[config.mk]
export PLATFORM = sky130hd
export DESIGN_NAME = seven_seg_scanner
export DESIGN_NICKNAME = d
export VERILOG_FILES = /design/src/rtl/seven_seg_scanner.sv
export SDC_FILE = /design/constraint.sdc
export NUM_CORES = 1
export LEC_CHECK = 0
export ABC_AREA = 1
export ABC_CLOCK_PERIOD_IN_PS = 1800
export CAP_MARGIN = 20
export CORE_MARGIN = 2
export CORE_UTILIZATION = 40
export CTS_BUF_LIST = sky130_fd_sc_hd__clkbuf_4 sky130_fd_sc_hd__clkbuf_8
export CTS_CLUSTER_SIZE = 25
export DETAILED_ROUTE_END_ITERATION = 7
export SLEW_MARGIN = 40
export SYNTH_ARGS = -nofsm -noshare
export SYNTH_HDL_FRONTEND = slang
export SYNTH_SLANG_ARGS = --single-unit
[constraint.sdc]
create_clock -name clk -period 1.8 [get_ports clk]
set_clock_uncertainty 0.2 [all_clocks]
set_input_delay 0.27 -clock clk [delete_from_list [all_inputs] [get_ports clk]]
set_output_delay 0.27 -clock clk [all_outputs]
set_load 0.02 [all_outputs]
[src/rtl/seven_seg_scanner.sv]
// rtl/seven_seg_scanner.sv - time-multiplexed 4-digit common-anode seven-segment driver
// Optional feature: define LEADING_ZERO_BLANK_EN to suppress leading zero digits.
module seven_seg_scanner #(
    parameter int BLANK_CYCLES = 50
) (
    input  logic        clk,
    input  logic        rst_n,
    input  logic        scan_clk,
    input  logic [15:0] value,
    input  logic [3:0]  dp_in,
    output logic [3:0]  an,
    output logic [6:0]  seg,
    output logic        dp
);

    localparam int CW = (BLANK_CYCLES < 1) ? 1 : $clog2(BLANK_CYCLES + 1);
    localparam logic [CW-1:0] BLANK_LOAD = CW'(BLANK_CYCLES);

    typedef enum logic [1:0] {IDLE, BLANK, DRIVE} state_t;

    logic          sync1_q, sync2_q, edge_q, tick_q;
    state_t        state_q;
    logic [1:0]    idx_q;
    logic [CW-1:0] cnt_q;
    logic [15:0]   snap_val_q;
    logic [3:0]    snap_dp_q;
    logic [3:0]    an_q;
    logic [6:0]    seg_q;
    logic          dp_q;

    logic [3:0]    nib_d;
    logic [3:0]    an_drive_d;
    logic [6:0]    seg_drive_d;
    logic          dp_drive_d;

    function automatic logic [6:0] hex_to_seg(input logic [3:0] n);
        case (n)
            4'h0: hex_to_seg = 7'h40;
            4'h1: hex_to_seg = 7'h79;
            4'h2: hex_to_seg = 7'h24;
            4'h3: hex_to_seg = 7'h30;
            4'h4: hex_to_seg = 7'h19;
            4'h5: hex_to_seg = 7'h12;
            4'h6: hex_to_seg = 7'h02;
            4'h7: hex_to_seg = 7'h78;
            4'h8: hex_to_seg = 7'h00;
            4'h9: hex_to_seg = 7'h10;
            4'hA: hex_to_seg = 7'h08;
            4'hB: hex_to_seg = 7'h03;
            4'hC: hex_to_seg = 7'h46;
            4'hD: hex_to_seg = 7'h21;
            4'hE: hex_to_seg = 7'h06;
            default: hex_to_seg = 7'h0E;
        endcase
    endfunction

    // scan_clk is sampled as data; tick_q pulses one cycle per rising edge
    always_ff @(posedge clk or negedge rst_n) begin
        if (!rst_n) begin
            sync1_q <= 1'b0;
            sync2_q <= 1'b0;
            edge_q  <= 1'b0;
            tick_q  <= 1'b0;
        end else begin
            sync1_q <= scan_clk;
            sync2_q <= sync1_q;
            edge_q  <= sync2_q;
            tick_q  <= sync2_q & ~edge_q;
        end
    end

    always_comb begin
        nib_d       = snap_val_q[{idx_q, 2'b00} +: 4];
        an_drive_d  = 4'hF;
        an_drive_d[idx_q] = 1'b0;
        seg_drive_d = hex_to_seg(nib_d);
        dp_drive_d  = ~snap_dp_q[idx_q];
`ifdef LEADING_ZERO_BLANK_EN
        if (!snap_dp_q[idx_q] &&
            (((idx_q == 2'd1) && (snap_val_q[15:4]  == 12'h000)) ||
             ((idx_q == 2'd2) && (snap_val_q[15:8]  == 8'h00))   ||
             ((idx_q == 2'd3) && (snap_val_q[15:12] == 4'h0)))) begin
            an_drive_d  = 4'hF;
            seg_drive_d = 7'h7F;
            dp_drive_d  = 1'b1;
        end
`endif
    end

    always_ff @(posedge clk or negedge rst_n) begin
        if (!rst_n) begin
            state_q    <= IDLE;
            idx_q      <= 2'd0;
            cnt_q      <= '0;
            snap_val_q <= 16'h0000;
            snap_dp_q  <= 4'h0;
            an_q       <= 4'hF;
            seg_q      <= 7'h7F;
            dp_q       <= 1'b1;
        end else begin
            case (state_q)
                IDLE: begin
                    if (tick_q) begin
                        idx_q      <= 2'd0;
                        snap_val_q <= value;
                        snap_dp_q  <= dp_in;
                        cnt_q      <= BLANK_LOAD;
                        state_q    <= BLANK;
                    end
                end
                BLANK: begin
                    if (cnt_q == '0) begin
                        an_q    <= an_drive_d;
                        seg_q   <= seg_drive_d;
                        dp_q    <= dp_drive_d;
                        state_q <= DRIVE;
                    end else begin
                        cnt_q <= cnt_q - 1'b1;
                    end
                end
                DRIVE: begin
                    if (tick_q) begin
                        // frame boundary: take a fresh coherent snapshot for digits 0..3
                        if (idx_q == 2'd3) begin
                            snap_val_q <= value;
                            snap_dp_q  <= dp_in;
                        end
                        idx_q   <= idx_q + 2'd1;
                        cnt_q   <= BLANK_LOAD;
                        an_q    <= 4'hF;
                        seg_q   <= 7'h7F;
                        dp_q    <= 1'b1;
                        state_q <= BLANK;
                    end
                end
                default: state_q <= IDLE;
            endcase
        end
    end

    assign an  = an_q;
    assign seg = seg_q;
    assign dp  = dp_q;

endmodule

==> impl_metrics.json <==
{
  "status": "completed",
  "instances_no_fill": 383,
  "p_sw_mw": 1.84,
  "p_leak_nw": 1.45,
  "worstPathRequired_ns": 1.78,
  "crit_type": "register to register",
  "cp_slowest_cell": "dfrtp_2",
  "finalHoldViolations": 0,
  "numPortBuffers": 34,
  "worstReg2RegEnd": "snap_val_q[7]",
  "ys_ff_latch": 46,
  "crit_arrival_ns": 1.75,
  "p_comb_share_pct": 47.4,
  "post-route-period-util_pct": 97.8,
  "r2r_setup_slack_ns": 0.04,
  "power.total_mw": 4.64,
  "p_per_area_nw_per_um2": 1490,
  "start_util_pct": 41.9,
  "final_core_util_pct": 55.6,
  "synth-edff-count": 0,
  "ys_types": 28,
  "avgRoutedWirePerCell_um": 12.5,
  "worstSetupStartpoint": "idx_q[1]",
  "yosys.area.top_type": "dfrtp_1",
  "max_freq_ghz": 0.568,
  "cts_tree": "built",
  "grt_pass1_vias": 1692,
  "hold_depth": 0,
  "ctsHtreeMaxLevel": 2,
  "viasPerCell": 4.80,
  "drive_gt1_share_pct": 31.5,
  "max-slew-margin-rel_pct": 79.5,
  "gp_congestion": 0.830,
  "synth_flop_cell": "dfrtp_1",
  "ant_nets": 0,
  "dpl.hpwl_um": 3370,
  "grt_util_all_layers_pct": 15.9,
  "grt_start_max_net_pins": 47,
  "synth_top_area_share_pct": 36.2,
  "synth_area_um2": 2350,
  "synthTopCellsByArea": "dfrtp_1 36%, dfstp_2 13%, nand2_1 9.4%",
  "path_cells": "ha_1 > o21ai_2 > buf_12 > mux2_2",
  "layout_min_cycle_time_ns": 1.76,
  "die_h_um": 80.7,
  "cts-root-to-sink-buffers": 2,
  "syn_inst": 257,
  "ir_worst_vdd_mv": 0.654,
  "routed_wirelength_um": 4800,
  "syn_area_per_cell_um2": 9.15,
  "grt_overflow_total": 0,
  "firstDrtPassIters": 4,
  "synth-warning-count": 0,
  "clk_pin_slew_ns": 0.08,
  "setup_viol_count_final": 0,
  "cp_slowest_stage_delay_ns": 0.48,
  "nets": 345,
  "antenna_found_initial": 0,
  "sequentialPowerShare_pct": 39.1,
  "fin_hold_ws_ns": 0.157,
  "cts.sinks": 46,
  "grt_pass1_wl_um": 7950,
  "crit-reg2reg-launch": "idx_q[1]",
  "syn_to_final_growth_pct": 32.4,
  "cts-root-buf": "clkbuf_8",
  "numCtsBuffers": 5,
  "ys_async_sr_fraction_pct": 100,
  "die_area_um2": 6510,
  "design.core.area_um2": 5610,
  "crit_fanout": 23,
  "cp-start-kind": "register",
  "dieWidth_um": 80.7,
  "drc": 0,
  "rows": 27,
  "critical_path.top_delay_family": "flip-flops",
  "vias": 1838,
  "endpoint_kind": "register",
  "fin_setup_tns_ns": 0,
  "drv_cap": 0,
  "hold_end": "sync2_q",
  "swShare_pct": 39.7,
  "worstMarginPinSlew_ns": 0.307,
  "diodes": 0,
  "seq_area_frac_synth_pct": 49.6,
  "rsz0062_at_grt": "true",
  "drt_iter0_markers": 120,
  "drv_slew": 0,
  "dp_cells": 372,
  "io_pins": 35,
  "hold_class": "register to register",
  "syn-num-nets": 292,
  "rr_worst_depth": 4,
  "path_buf_inv": 1,
  "min_from": "sync1_q",
  "clock_latency_ns": 0.30,
  "clockPowerShare_pct": 13.4,
  "power.internal_mw": 2.79
}
-- synthesized netlist by cell type, types with 2 or more instances --
cell and n:
nor2_1 28, buf_2 2, ha_1 12, buf_6 2, inv_2 3, a21oi_1 12
a31oi_1 2, mux2_2 17, o21ai_0 5, dfrtp_1 34, dfstp_2 12, nor2_2 2
buf_4 3, nand2_2 3, nand2_1 59, nand3_2 2, inv_1 20, nand3_1 28
a21oi_2 2
-- flip-flops by register name, indices dropped and copies added, names as in the netlist, 2 cells and up --
signal      cells
an              4
cnt_q           6
idx_q           2
seg             7
snap_dp_q       4
snap_val_q     16
state_q         2
-- cell usage in the layout (no fill, tap or decap), drive strengths merged --
cell type / instances
nand2: 64
dfrtp: 34
nor2: 31
nand3: 30
inv: 23
clkdlybuf4s50: 21
buf: 18
mux2: 17
a21oi: 14
dfstp: 12
dlygate4sd2: 12
ha: 12
o21ai: 7
clkbuf: 6
a31oi: 2
clkinv: 2
nand4: 1
nor3: 1
xor2: 1
o211ai: 1
or2: 1
dlygate4sd3: 1
-- worst reg2reg max path, cell delays in order, from the launching register on --
cell     delay, ns
dfrtp_2       0.48
ha_1          0.24
o21ai_2       0.18
buf_12        0.19
mux2_2        0.35
-- final cells by class --
cell class              instances  area (um^2)
fillers                       526         2490
clock inverters                 2         8.76
well taps                      72         90.1
repair buffers                 52          490
flip-flops and latches         46         1170
inverters                      23         93.8
multi-input cells             182         1190
clock buffers                   6         76.3
-- timing repair --
action / CTS / global route
setup buffers: 0 / 1
hold endpoints to repair: 46 / 0
setup endpoints to repair: 15 / 27
pin swaps: 1 / 12
hold buffers: 1 / 0
gates cloned: 0 / 1
gates resized for setup: 15 / 35
-- routing by layer --
metal,share of wire (%),track usage (%)
met5,0,0
met3,3.4,3.82
met2,47,25.1
met4,1.5,4.58
met1,48,21.8
-- kinds of logic (layout without fill, tap and decap cells) --
kind of cell | after synthesis | in the layout | synth area share, %
AND/OR/NAND/NOR | 127 | 128 | 23.7
flip-flops | 46 | 46 | 49.6
buffers and inverters | 30 | 83 | 6.01
AO/OA/AOI/OAI | 24 | 24 | 5.80
adder cells (fa/ha/maj) | 12 | 12 | 6.38
multiplexers | 17 | 17 | 8.14
XOR/XNOR | 1 | 1 | 0.372
-- power by group through the flow --
stage | Combinational (mW) | Clock, mW | Sequential, mW
6_report | 2.20 | 0.623 | 1.81
5_1_grt | 2.44 | 0.696 | 1.88
4_1_cts | 1.96 | 0.647 | 1.81
3_5_place_dp | 2.02 | 0 | 1.84
3_3_place_gp | 2.00 | 0 | 1.83
2_1_floorplan | 1.23 | 0 | 1.95
-- worst max-delay path by stage --
stage,end,slack (ns),cells past startpoint
floorplan,seg[0],0.002,12
global placement,seg[0],0.04,12
detailed placement,seg[3],-0.008,12
CTS,seg[1],-0.0008,9
global route,seg[0],-0.04,10
finish,snap_val_q[7],0.04,4
-- per-stage QoR --
step	instance area, um^2	worst slack, ns
after detailed placement	2870	-0.00834
after floorplan	2360	0.00157
after CTS	2960	-0.000771
after global placement	2870	0.0435
final	3120	0.0391
after global routing	3120	-0.0398
Note: power is estimated with default switching activity, not from simulation.
